$ cat config.mk
export PLATFORM = sky130hd
export DESIGN_NAME = axis_lrelu_config_framer
export DESIGN_NICKNAME = d
export VERILOG_FILES = /design/src/rtl/axis_lrelu_config_framer_pkg.sv /design/src/rtl/axis_lrelu_config_framer_pipe_reg.sv /design/src/rtl/axis_lrelu_config_framer.sv
export SDC_FILE = /design/constraint.sdc
export NUM_CORES = 1
export LEC_CHECK = 0
export CORE_AREA = 2 2 336 338
export CTS_CLUSTER_SIZE = 40
export DETAILED_ROUTE_END_ITERATION = 7
export DIE_AREA = 0 0 338 340
export MAX_ROUTING_LAYER = met4
export SLEW_MARGIN = 0
export SYNTH_ARGS = -nofsm -noshare
export SYNTH_HDL_FRONTEND = slang
export SYNTH_SLANG_ARGS = --single-unit
export TNS_END_PERCENT = 10
$ cat constraint.sdc
create_clock -name aclk -period 1.6 [get_ports aclk]
set_input_delay 0.32 -clock aclk [delete_from_list [all_inputs] [get_ports aclk]]
set_output_delay 0.32 -clock aclk [all_outputs]
set_load 0.02 [all_outputs]
$ cat src/rtl/axis_lrelu_config_framer_pkg.sv
// rtl/axis_lrelu_config_framer_pkg.sv - shared constants for the LReLU config framer
// Purpose : Holds the state encodings and the config-beat counts and tuser bit position.
//           The LReLU engine uses the same values, so both ends agree on the config framing.
// Ports   : none (package)
package axis_lrelu_config_framer_pkg;

   localparam logic [1:0] ST_IDLE   = 2'd0;
   localparam logic [1:0] ST_CONFIG = 2'd1;
   localparam logic [1:0] ST_DATA   = 2'd2;

   // Config beats per iteration: D1 + A2 + B6 (3x3) or D1 + A2 + B2 (1x1)
   localparam int LRELU_BEATS_CONFIG_3X3 = 9;
   localparam int LRELU_BEATS_CONFIG_1X1 = 5;
   localparam int LRELU_I_IS_1X1         = 2;

endpackage

$ cat src/rtl/axis_lrelu_config_framer_pipe_reg.sv
// rtl/axis_lrelu_config_framer_pipe_reg.sv - single-stage valid/ready output register
// Purpose : Provides one registered AXI-Stream stage. The register loads whenever it is
//           empty or being drained. Its payload holds stable while it is stalled.
// Ports   : aclk/aresetn    clock, synchronous active-low reset
//           i_valid/i_data  upstream beat, accepted whenever o_en=1
//           o_en            stage can take a beat this cycle (!o_valid || i_ready)
//           o_valid/o_data  registered beat, i_ready downstream ready
module axis_pipe_reg #(
   parameter int WIDTH = 8
) (
   input  logic             aclk,
   input  logic             aresetn,
   input  logic             i_valid,
   input  logic [WIDTH-1:0] i_data,
   output logic             o_en,
   input  logic             i_ready,
   output logic             o_valid,
   output logic [WIDTH-1:0] o_data
);

   logic             r_valid;
   logic [WIDTH-1:0] r_data;

   assign o_en    = !r_valid || i_ready;
   assign o_valid = r_valid;
   assign o_data  = r_data;

   always_ff @(posedge aclk) begin
      if (!aresetn) begin
         r_valid <= 1'b0;
         r_data  <= '0;
      end else if (o_en) begin
         r_valid <= i_valid;
         if (i_valid) begin
            r_data <= i_data;
         end
      end
   end

endmodule

$ cat src/rtl/axis_lrelu_config_framer.sv
// rtl/axis_lrelu_config_framer.sv - frames config + data beats for the LReLU engine stream
// Purpose : For each command (3x3 or 1x1), emits the exact number of config beats. The
//           tuser is_1x1 bit is set on these beats. It then forwards conv data beats up to
//           and including the data tlast.
// Ports   : aclk/aresetn  clock, synchronous active-low reset
//           s_cmd_*       iteration command (is_1x1 selects config length)
//           s_cfg_*       config payload from DMA
//           s_data_*      conv output data with keep/user/last
//           m_axis_*      registered output stream to the LReLU engine
//           err_cfg_len   sticky: DMA tlast disagreed with the expected config length
module axis_lrelu_config_framer
   import axis_lrelu_config_framer_pkg::*;
#(
   parameter int DATA_WIDTH       = 256,
   parameter int TUSER_WIDTH      = 8,
   parameter int I_IS_1X1         = LRELU_I_IS_1X1,
   parameter int BEATS_CONFIG_3X3 = LRELU_BEATS_CONFIG_3X3,
   parameter int BEATS_CONFIG_1X1 = LRELU_BEATS_CONFIG_1X1
) (
   input  logic                      aclk,
   input  logic                      aresetn,
   input  logic                      s_cmd_tvalid,
   output logic                      s_cmd_tready,
   input  logic                      s_cmd_is_1x1,
   input  logic                      s_cfg_tvalid,
   output logic                      s_cfg_tready,
   input  logic [DATA_WIDTH-1:0]     s_cfg_tdata,
   input  logic                      s_cfg_tlast,
   input  logic                      s_data_tvalid,
   output logic                      s_data_tready,
   input  logic [DATA_WIDTH-1:0]     s_data_tdata,
   input  logic [DATA_WIDTH/8-1:0]   s_data_tkeep,
   input  logic [TUSER_WIDTH-1:0]    s_data_tuser,
   input  logic                      s_data_tlast,
   output logic                      m_axis_tvalid,
   input  logic                      m_axis_tready,
   output logic [DATA_WIDTH-1:0]     m_axis_tdata,
   output logic [DATA_WIDTH/8-1:0]   m_axis_tkeep,
   output logic [TUSER_WIDTH-1:0]    m_axis_tuser,
   output logic                      m_axis_tlast,
   output logic                      err_cfg_len
);

   localparam int KEEP_W = DATA_WIDTH / 8;
   localparam int BEAT_W = DATA_WIDTH + KEEP_W + TUSER_WIDTH + 1;
   localparam int CNT_W  = $clog2(BEATS_CONFIG_3X3 > BEATS_CONFIG_1X1 ?
                                  BEATS_CONFIG_3X3 : BEATS_CONFIG_1X1);

   logic [1:0]             r_state;
   logic [CNT_W-1:0]       r_count;
   logic                   r_is_1x1;
   logic                   r_err;

   logic                   w_en;
   logic                   w_cmd_hs;
   logic                   w_cfg_hs;
   logic                   w_data_hs;
   logic                   w_cnt_zero;
   logic [TUSER_WIDTH-1:0] w_cfg_user;
   logic [BEAT_W-1:0]      w_beat;
   logic [BEAT_W-1:0]      w_m_beat;

   // Only the ready of the current state is raised, so early traffic on other inputs waits
   assign s_cmd_tready  = (r_state == ST_IDLE)   && w_en;
   assign s_cfg_tready  = (r_state == ST_CONFIG) && w_en;
   assign s_data_tready = (r_state == ST_DATA)   && w_en;

   assign w_cmd_hs   = s_cmd_tvalid  && s_cmd_tready;
   assign w_cfg_hs   = s_cfg_tvalid  && s_cfg_tready;
   assign w_data_hs  = s_data_tvalid && s_data_tready;
   assign w_cnt_zero = (r_count == '0);

   always_comb begin
      w_cfg_user           = '0;
      w_cfg_user[I_IS_1X1] = r_is_1x1;
      if (r_state == ST_CONFIG) begin
         // Config beats never carry tlast; the DMA's tlast is only checked, not forwarded
         w_beat = {s_cfg_tdata, {KEEP_W{1'b1}}, w_cfg_user, 1'b0};
      end else begin
         w_beat = {s_data_tdata, s_data_tkeep, s_data_tuser, s_data_tlast};
      end
   end

   always_ff @(posedge aclk) begin
      if (!aresetn) begin
         r_state  <= ST_IDLE;
         r_count  <= '0;
         r_is_1x1 <= 1'b0;
         r_err    <= 1'b0;
      end else begin
         case (r_state)
            ST_IDLE: begin
               if (w_cmd_hs) begin
                  r_is_1x1 <= s_cmd_is_1x1;
                  r_count  <= s_cmd_is_1x1 ? CNT_W'(BEATS_CONFIG_1X1 - 1)
                                           : CNT_W'(BEATS_CONFIG_3X3 - 1);
                  r_state  <= ST_CONFIG;
               end
            end
            ST_CONFIG: begin
               if (w_cfg_hs) begin
                  // Length is governed by the counter; tlast only raises the error flag
                  if (s_cfg_tlast != w_cnt_zero) begin
                     r_err <= 1'b1;
                  end
                  if (w_cnt_zero) begin
                     r_state <= ST_DATA;
                  end else begin
                     r_count <= r_count - 1'b1;
                  end
               end
            end
            ST_DATA: begin
               if (w_data_hs && s_data_tlast) begin
                  r_state <= ST_IDLE;
               end
            end
            default: r_state <= ST_IDLE;
         endcase
      end
   end

   assign err_cfg_len = r_err;

   axis_pipe_reg #(
      .WIDTH (BEAT_W)
   ) u_out_reg (
      .aclk    (aclk),
      .aresetn (aresetn),
      .i_valid (w_cfg_hs || w_data_hs),
      .i_data  (w_beat),
      .o_en    (w_en),
      .i_ready (m_axis_tready),
      .o_valid (m_axis_tvalid),
      .o_data  (w_m_beat)
   );

   assign {m_axis_tdata, m_axis_tkeep, m_axis_tuser, m_axis_tlast} = w_m_beat;

endmodule

==> results.toml, run 1 <==
[hold_path]
worst_hold_path_type = "in -> reg"
min_delay_path_depth = 2

[clock_tree]
hold_buffers = 0
clk_root_buffer_cell = "sky130_fd_sc_hd__clkbuf_16"
insertion_delay_ns = 0.57
clk_transition_reported_paths_ns = 0.06
clock_sink_count = 306
cts_buffer_depth = 3
ctsHtreeMaxLevel = 2
cts_tree = "done"
clock_buffers_created_by_tritoncts = 39

[synth]
postSynthNetCount = 2231
synthTopCellsByArea = "sky130_fd_sc_hd__dfxtp_1 (45%), sky130_fd_sc_hd__o211a_1 (19%), sky130_fd_sc_hd__nand2_1 (14%)"
synth_largest_type_area_fraction_pct = 44.60
yosys.cell_types.count = 37
postSynthRegisterBits = 306
postSynthAreaPerCell_sq_um = 8.229
ys_top_cells_by_count = "sky130_fd_sc_hd__nand2_1 (523), sky130_fd_sc_hd__dfxtp_1 (306), sky130_fd_sc_hd__nand3_1 (267)"
mappedNetlistArea_sq_mm = 0.01373
synth_top_cell_by_area = "sky130_fd_sc_hd__dfxtp_1"
post-synth-top-count-cell = "sky130_fd_sc_hd__nand2_1"
post_synth_edffs = 0
ys.warnings.count = 0
seq_area_frac_synth_pct = 44.60
most_used_flip_flop_cell_after_synthesis = "sky130_fd_sc_hd__dfxtp_1"
synthCells = 1669
synthArstFlopShare_pct = 0

[final_layout]
finalCoreUtilization_pct = 24.65
area_taken_by_multi_input_logic_gates_sq_mm = 0.007188
fillerInstances = 12050
fin_nets = 3158
area_growth_pct = 100.3
final_layout_size_suffix_gt1_share_pct = 23.69
layout.area.seq_sq_mm = 0.006142
final_std_cell_area_no_fill_sq_mm = 0.02751
instances_no_fill = 4142

[floorplanning]
die_span_in_x_um = 338
design.die.area_sq_mm = 0.1149
io_pins = 863
die_y_um = 340
placementRows = 123
design.core.area_sq_mm = 0.1116
initial_standard_cell_utilization_of_the_core_pct = 12.31

[placement]
place.gp.congestion = 0.8978
post_dp_cell_area_sq_mm = 0.02501
placedCellCount = 4014
numPortBuffers = 862
detailedPlace.worstSlack_ns = -0.6234
dp.final_hpwl_mm = 67.26

[routing]
met3WireLength_mm = 6.925
drt-initial-drc-count = 819
drtAntennaViolNets = 0
routedWlPerCell_um = 21.45
top_signal_layer_used = "met4"
dr_total_vias = 16220
detail_route.wirelength_mm = 88.83
wl_met2_mm = 41.83
detailedRoute.firstPassIterationCount = 8
route.layer.met1.wl_mm = 37.83
detail_route.drc_violations = 0
drt-vias-per-instance = 3.917

[power]
power.density_mw_per_mm2 = 978.7
worst_ir_drop_vdd_uv = 544.6
total_leakage_power_nw = 13.13
fin_total_pwr_mw = 26.92

[timing]
timing.slew.headroom_pct = 72.93
worst_case_setup_margin_in_the_final_layout_ns = -0.3246
final_max_slew_viol_count = 0
finalCritPeriodShare_pct = 120.3
clock-skew-final_ns = 0.01086
hold_viol = 0
maxClockFrequency_mhz = 519.6
post-route-min-period_ns = 1.925
setup_viol = 303
setup_repair_after_global_routing_missed_its_margin = "true"
setup_total_negative_slack_ns = -47.43
max_slew.worst_pin.slew_ns = 0.4060
fin_worst_hold_slack_ns = 0.09358

[setup_path]
crit_end_element = "flop"
worst_ep_arrival_time_ns = 2.39
critical_path.max_fanout = 23
cp.required_ns = 2.06
startpoint_type = "flop"
worstRegToRegCells = 9
criticalPathCategory = "reg -> reg"

[grt]
first_global_vias = 15410
first_pass_grt_wire_length_mm = 112.2
track_usage_pct = 14.05
grt.overflow.total = 0
grt_antenna_before_repair = 46
grt_max_degree = 73

[run_status]
run_status = "finished with violations"
violations = "negative setup slack"

[flow_run]
max_cap_violation_count = 0
## worst paths after layout
| kind | slack (ns) | start | endpoint |
|---|---|---|---|
| worst max-delay path | -0.32 | r_state[0] | u_out_reg.o_data[289] |
| worst min-delay path | 0.09 | aresetn | u_out_reg.o_data[81] |
| worst min register to register | 0.45 | u_out_reg.o_data[6] | u_out_reg.o_data[6] |
| worst max register to register | -0.32 | r_state[0] | u_out_reg.o_data[289] |
## sequential cells by signal, indices dropped and copies added (netlist names)
signal             cells
err_cfg_len            1
r_is_1x1               1
r_count                4
r_state                2
u_out_reg.o_data     297
u_out_reg.o_valid      1
## area by class of cell
cell class                      count  area share (%)
Antenna cell                       16          0.1456
Clock buffer                       58           4.253
Clock inverter                     13          0.3730
Inverter                            3         0.05003
Multi-Input combinational cell   1196           26.13
Sequential cell                   306           22.33
Tap cell                         1500           6.823
Timing Repair Buffer             1050           39.90
## what timing repair did
item / CTS / global route
buffers inserted: 7 / 12
endpoints found under the setup margin: 581 / 359
resized for setup: 889 / 173
pin swaps: 28 / 27
cloned: 0 / 23
## placed cells by master, fill, tap and decap left out, types with 3 or more instances in the layout
cell type / instances
sky130_fd_sc_hd__nand3_1: 214
sky130_fd_sc_hd__dfxtp_2: 10
sky130_fd_sc_hd__buf_16: 8
sky130_fd_sc_hd__nor3b_2: 5
sky130_fd_sc_hd__nor3b_1: 30
sky130_fd_sc_hd__buf_6: 26
sky130_fd_sc_hd__nor3_1: 32
sky130_fd_sc_hd__buf_2: 42
sky130_fd_sc_hd__clkbuf_16: 62
sky130_fd_sc_hd__buf_4: 102
sky130_fd_sc_hd__clkbuf_2: 39
sky130_fd_sc_hd__nand2_2: 3
sky130_fd_sc_hd__buf_12: 37
sky130_fd_sc_hd__o211a_1: 257
sky130_fd_sc_hd__clkdlybuf4s50_1: 559
sky130_fd_sc_hd__clkinv_2: 8
sky130_fd_sc_hd__clkdlybuf4s15_2: 189
sky130_fd_sc_hd__clkdlybuf4s15_1: 21
sky130_fd_sc_hd__buf_8: 6
sky130_fd_sc_hd__diode_2: 16
sky130_fd_sc_hd__nand3_2: 52
sky130_fd_sc_hd__nand2_1: 519
sky130_fd_sc_hd__a21boi_1: 8
sky130_fd_sc_hd__dfxtp_1: 295
sky130_fd_sc_hd__clkbuf_8: 8
sky130_fd_sc_hd__nor2_1: 34
sky130_fd_sc_hd__clkbuf_1: 9
## kinds of logic (layout without fill, tap and decap cells)
kind of cell | after synthesis | count (layout) | share of synthesized area (%)
XOR/XNOR | 1 | 1 | 0.06378
AO/OA/AOI/OAI | 282 | 282 | 20.06
multiplexers | 2 | 2 | 0.1458
other | 0 | 16 | 0
AND/OR/NAND/NOR | 910 | 910 | 29.23
buffers and inverters | 167 | 1124 | 5.803
adder cells (fa/ha/maj) | 1 | 1 | 0.09109
flip-flops | 306 | 306 | 44.60
## per-layer routing
metal | track usage (%) | vias up
met3 | 3.931 | 140
met1 | 16.80 | 7706
met2 | 22.62 | 668
met5 | - | -
li1 | - | 7709
met4 | 4.593 | 0
## critical path: stages, from the launching register on
cell and delay, ns:
sky130_fd_sc_hd__dfxtp_4 0.35, sky130_fd_sc_hd__buf_6 0.12, sky130_fd_sc_hd__nand3b_4 0.16, sky130_fd_sc_hd__a21oi_4 0.30, sky130_fd_sc_hd__buf_4 0.20, sky130_fd_sc_hd__clkbuf_16 0.20
sky130_fd_sc_hd__buf_12 0.17, sky130_fd_sc_hd__buf_6 0.12, sky130_fd_sc_hd__nand3_2 0.05, sky130_fd_sc_hd__o211a_1 0.12
## power breakdown
part	switching (mW)	internal, mW
Combinational	4.57	4.43
Sequential	0.521	8.49
Clock	3.68	5.22
Total	8.78	18.1
(Power assumes the default switching activity.)
==> inputs of run 2 (changes only) <==
Settings changed: GPL_TIMING_DRIVEN set to 0.
==> run 2 against run 1 <==
The run still ends with negative setup slack left. Sequential share of layout area is 0.66 points lower. Final area is 3.0% higher. Critical path depth is 2 higher. Worst hold slack better by 0.22 ns. Clock-buffer cell count is 2 lower. Wire length is 14% higher. Register-to-register slack better by 0.07 ns. Global-route usage is 3.1 points higher. Final cell count is 0.60% higher. Combinational power is 7.7% higher. Clock skew is 0.0068 ns higher. Sequential power hardly changed.
==> results.toml, run 2 (synthesis results as in run 1) <==
[clock_tree]
clk_transition_reported_paths_ns = 0.06
clock_buffers_created_by_tritoncts = 39
insertion_delay_ns = 0.58
cts_buffer_depth = 3
clk_root_buffer_cell = "sky130_fd_sc_hd__clkbuf_16"
ctsHtreeMaxLevel = 2
clock_sink_count = 306
cts_tree = "done"

[final_layout]
fin_nets = 3189
final_layout_size_suffix_gt1_share_pct = 21.44
layout_common_cells = "sky130_fd_sc_hd__clkdlybuf4s50_1 (559), sky130_fd_sc_hd__nand2_1 (519), sky130_fd_sc_hd__dfxtp_1 (299)"
area_growth_pct = 106.3
mostFrequentLayoutCell = "sky130_fd_sc_hd__clkdlybuf4s50_1"
largest_reg_flops = 297

[grt]
busiest_layer = "met2"
first_pass_grt_wire_length_mm = 132.8
track_usage_pct = 17.13
grt_max_degree = 13
grt_antenna_before_repair = 37
met1_usage_pct = 20.96
grt.met3_usage_pct = 3.669
first_global_vias = 16710
gr-usage-met2_pct = 27.64
grt.overflow.total = 0

[hold_path]
worst_hold_path_type = "in -> reg"
min_from = "s_data_tuser[6]"

[setup_path]
crit_end_element = "flop"
crit_start = "r_state[1]"
criticalPathCategory = "reg -> reg"
worst_ep_arrival_time_ns = 2.32
r2r_path_start = "r_state[1]"
critical_path.max_fanout = 6
startpoint_type = "flop"
cp.required_ns = 2.07

[timing]
worst_case_setup_margin_in_the_final_layout_ns = -0.2511
post-route-min-period_ns = 1.851
setup_repair_after_global_routing_missed_its_margin = "true"
finalCritPeriodShare_pct = 115.7
hold_viol = 0
final_max_slew_viol_count = 0
clock-skew-final_ns = 0.01765
max_slew.worst_pin.slew_ns = 0.9964
timing.slew.headroom_pct = 33.57
setup_total_negative_slack_ns = -33.61
maxClockFrequency_mhz = 540.2
setup_viol = 300

[power]
power.density_mw_per_mm2 = 996.1
worst_ir_drop_vdd_uv = 642.2
fin_total_pwr_mw = 28.22
total_leakage_power_nw = 15.14

[routing]
drt-initial-drc-count = 819
routedWlPerCell_um = 24.33
detail_route.wirelength_mm = 101.4
drtAntennaViolNets = 0
detail_route.drc_violations = 0
dr_total_vias = 16930
drt-vias-per-instance = 4.062
detailedRoute.firstPassIterationCount = 5

[floorplanning]
die_span_in_x_um = 338
placementRows = 123
initial_standard_cell_utilization_of_the_core_pct = 12.31
design.core.area_sq_mm = 0.1116
die_y_um = 340
io_pins = 863
design.die.area_sq_mm = 0.1149

[run_status]
violations = "negative setup slack"
run_status = "finished with violations"

[placement]
dp.final_hpwl_mm = 81.53
place.gp.congestion = 0.9254
numPortBuffers = 861

[flow_run]
max_cap_violation_count = 0
run 2: timing repair:
item,4_1_cts,5_1_grt
gates cloned,13,4
pin swaps,5,7
hold buffers,0,0
endpoints found under the setup margin,606,445
setup buffers,32,13
resized for setup,798,400
run 2: power by group:
part           leakage, nW  internal, mW  switching [mW]
Sequential            2.51          8.48           0.511
Combinational         12.0          4.60            5.11
Clock                0.667          5.75            3.77
Total                 15.1          18.8            9.39
run 2: cell type report:
| cell class | count | area, sq um |
|---|---|---|
| Antenna cell | 13 | 32.53 |
| Buffer | 158 | 1504 |
| Clock inverter | 12 | 162.7 |
| Inverter | 3 | 11.26 |
| Multi-Input combinational cell | 1196 | 7520 |
| Fill cell | 12010 | 83240 |
| Timing Repair Buffer | 923 | 9903 |
| Clock buffer | 56 | 1182 |
| Tap cell | 1500 | 1877 |
| Sequential cell | 306 | 6140 |
run 2: per-layer routing:
| layer | part of all wire (%) | routed length (um) |
|---|---|---|
| met1 | 42 | 42700 |
| met2 | 46 | 46900 |
| met3 | 7.4 | 7501 |
| met4 | 4.2 | 4275 |
| met5 | 0 | 0 |
run 2: stage by stage:
step	util [%]	setup WS, ns	hold WS [ns]	instances	cell area, sq um
floorplan	-	0.03291	0.4706	1669	13740
global placement	21.72	-1.904	0.4380	4030	24230
detailed placement	21.72	-1.876	0.4453	4030	24230
CTS	24.21	-0.4409	0.2578	4142	27010
global route	25.39	-0.3521	0.2990	4164	28320
finish	25.39	-0.2511	0.3151	4167	28330
run 2: worst paths after layout:
check | to | slack [ns] | cells after the start
worst min-delay path | u_out_reg.o_data[7] | 0.32 | 3
worst max register to register | u_out_reg.o_data[195] | -0.25 | 11
worst min register to register | u_out_reg.o_data[5] | 0.45 | 2
worst max-delay path | u_out_reg.o_data[195] | -0.25 | 11
run 2: critical path: stages, from the launching register on:
cell and delay, ns:
sky130_fd_sc_hd__dfxtp_4 0.39, sky130_fd_sc_hd__buf_6 0.11, sky130_fd_sc_hd__nand3b_4 0.09, sky130_fd_sc_hd__a21oi_4 0.21, sky130_fd_sc_hd__buf_12 0.16, sky130_fd_sc_hd__buf_8 0.13, sky130_fd_sc_hd__buf_12 0.14, sky130_fd_sc_hd__buf_12 0.12
sky130_fd_sc_hd__buf_12 0.10, sky130_fd_sc_hd__buf_16 0.11, sky130_fd_sc_hd__nand3_2 0.06, sky130_fd_sc_hd__o211a_1 0.13
==> inputs of run 3 (changes only) <==
Settings changed: CORE_AREA 2 2 336 338 to 2 2 340 342, DIE_AREA 0 0 338 340 to 0 0 342 344, DONT_BUFFER_PORTS set to 1.
==> run 3 against run 2 <==
The run still ends with negative setup slack left. Critical path depth decreased by 9. Clock power shrank 3.4%. Flip-flop and latch count unchanged. Final area is 17% lower. Maximum frequency is 14% lower. Worst setup slack lost 0.29 ns. Sequential power rose by 16%. Clock skew is 0.0031 ns higher. Final cell count decreased by 9.2%. Global-route usage shrank 0.48 points. Non-clock buffer count decreased by 425. Critical path type is now reg -> out. Largest power group is now registers. Highest routed layer unchanged.
==> results.toml, run 3 (synthesis results as in run 1) <==
[setup_path]
r2r_path_start = "u_out_reg.o_valid"
worstRegToRegCells = 11
crit_end_element = "output port"
setup.reg_to_reg.worst_slack_ns = -0.53
criticalPathCategory = "reg -> out"
critical_path.max_fanout = 3
startpoint_type = "flop"
slowest_stage = "sky130_fd_sc_hd__nor3_4"
crit_path_max_incr_delay_ns = 0.60
cp.required_ns = 1.28
r2r_end = "u_out_reg.o_data[243]"
worst_ep_arrival_time_ns = 1.82
critical_path.cell_chain = "and2b_4, nor3_4"

[timing]
finalCritPeriodShare_pct = 134.0
fin_worst_hold_slack_ns = 0.02136
maxClockFrequency_mhz = 466.5
setup_repair_after_global_routing_missed_its_margin = "true"
clock-skew-final_ns = 0.02074
worst_case_setup_margin_in_the_final_layout_ns = -0.5435
setup_viol = 307
max_slew.worst_pin.slew_ns = 1.126
final_max_slew_viol_count = 0
timing.slew.headroom_pct = 24.96
hold_viol = 0
post-route-min-period_ns = 2.143

[hold_path]
min_to = "u_out_reg.o_data[296]"
min_delay_path_depth = 3
worst_hold_path_type = "in -> reg"
min_from = "s_cfg_tdata[255]"

[clock_tree]
clock_sink_count = 306
insertion_delay_ns = 0.59
clk_root_buffer_cell = "sky130_fd_sc_hd__clkbuf_16"
clk_transition_reported_paths_ns = 0.07
cts_tree = "done"
cts_buffer_depth = 3
clock_buffers_created_by_tritoncts = 38
ctsHtreeMaxLevel = 2

[placement]
place.gp.congestion = 0.9418
placedCellCount = 3181
numPortBuffers = 0
dp.final_hpwl_mm = 78.96

[routing]
drt-initial-drc-count = 1096
detail_route.wirelength_mm = 102.7
routedWlPerCell_um = 27.15
detailedRoute.firstPassIterationCount = 5
detail_route.drc_violations = 0
dr_total_vias = 16340
drt-vias-per-instance = 4.317
drtAntennaViolNets = 0

[final_layout]
layout_common_cells = "sky130_fd_sc_hd__nand2_1 (510), sky130_fd_sc_hd__dlygate4sd3_1 (459), sky130_fd_sc_hd__dfxtp_1 (294)"
area_growth_pct = 71.44
finalCoreUtilization_pct = 20.68
mostFrequentLayoutCell = "sky130_fd_sc_hd__nand2_1"
final_layout_size_suffix_gt1_share_pct = 15.81
largest_reg_flops = 297
fillerInstances = 12290
instances_no_fill = 3784
area_taken_by_multi_input_logic_gates_sq_mm = 0.007396
layout.area.seq_sq_mm = 0.006146
fin_nets = 2763

[power]
fin_total_pwr_mw = 25.99
power.density_mw_per_mm2 = 1104
worst_ir_drop_vdd_uv = 780.6
total_leakage_power_nw = 11.42

[grt]
first_global_vias = 16080
grt.overflow.total = 0
track_usage_pct = 16.65
grt_max_degree = 13
grt_antenna_before_repair = 61
first_pass_grt_wire_length_mm = 131.6

[floorplanning]
design.die.area_sq_mm = 0.1176
design.core.area_sq_mm = 0.1139
io_pins = 863
die_y_um = 344
die_span_in_x_um = 342
placementRows = 124
initial_standard_cell_utilization_of_the_core_pct = 12.06

[flow_run]
max_cap_violation_count = 0

[run_status]
run_status = "finished with violations"
violations = "negative setup slack"
==> run 3: worst max path at each step <==
stage	start	to	cells after the start
floorplan	r_count[0]	r_count[3]	6
global placement	u_out_reg.o_valid	u_out_reg.o_data[119]	6
detailed placement	u_out_reg.o_valid	u_out_reg.o_data[119]	6
CTS	u_out_reg.o_valid	s_cmd_tready	2
global route	u_out_reg.o_valid	s_cmd_tready	2
finish	u_out_reg.o_valid	s_cmd_tready	2
==> run 3: cell type report <==
| class | count | share of cell area [%] |
|---|---|---|
| Antenna cell | 46 | 0.4889 |
| Buffer | 162 | 6.212 |
| Clock buffer | 53 | 4.751 |
| Clock inverter | 12 | 0.7333 |
| Inverter | 3 | 0.04782 |
| Multi-Input combinational cell | 1196 | 31.41 |
| Sequential cell | 306 | 26.10 |
| Tap cell | 1512 | 8.034 |
| Timing Repair Buffer | 494 | 22.22 |
==> run 3: where the power goes <==
part           switching [mW]  total, mW  internal [mW]
Sequential               1.95       10.4           8.49
Combinational            3.48       6.34           2.86
Clock                    3.83       9.21           5.38
==> run 3: through the flow <==
stage | setup WS (ns) | TNS, ns | cell area [sq um]
6_report | -0.5435 | -114.37 | 23550
5_1_grt | -0.6367 | -136.15 | 23520
4_1_cts | -0.6154 | -83.53 | 22710
3_5_place_dp | -1.638 | -379.71 | 15630
3_3_place_gp | -1.643 | -372.84 | 15630
2_1_floorplan | 0.03291 | 0 | 13740
==> run 3: critical path, delay by kind of cell, from the launching register on <==
kind          cells  cell delay, ns
flops             1            0.41
simple gates      2            0.81
==> run 3: what timing repair did <==
item	in CTS	in global routing
endpoints found under the setup margin	320	310
pin swaps	34	9
hold buffers	459	0
buffers inserted	19	6
resized for setup	249	130
endpoints found under the hold margin	287	0
cloned	5	6
==> run 3: per-layer routing <==
metal | track usage, % | share of wire, %
met1 | 18.18 | 38
met2 | 25.98 | 45
met3 | 6.388 | 11
met4 | 9.284 | 6.2
met5 | - | 0
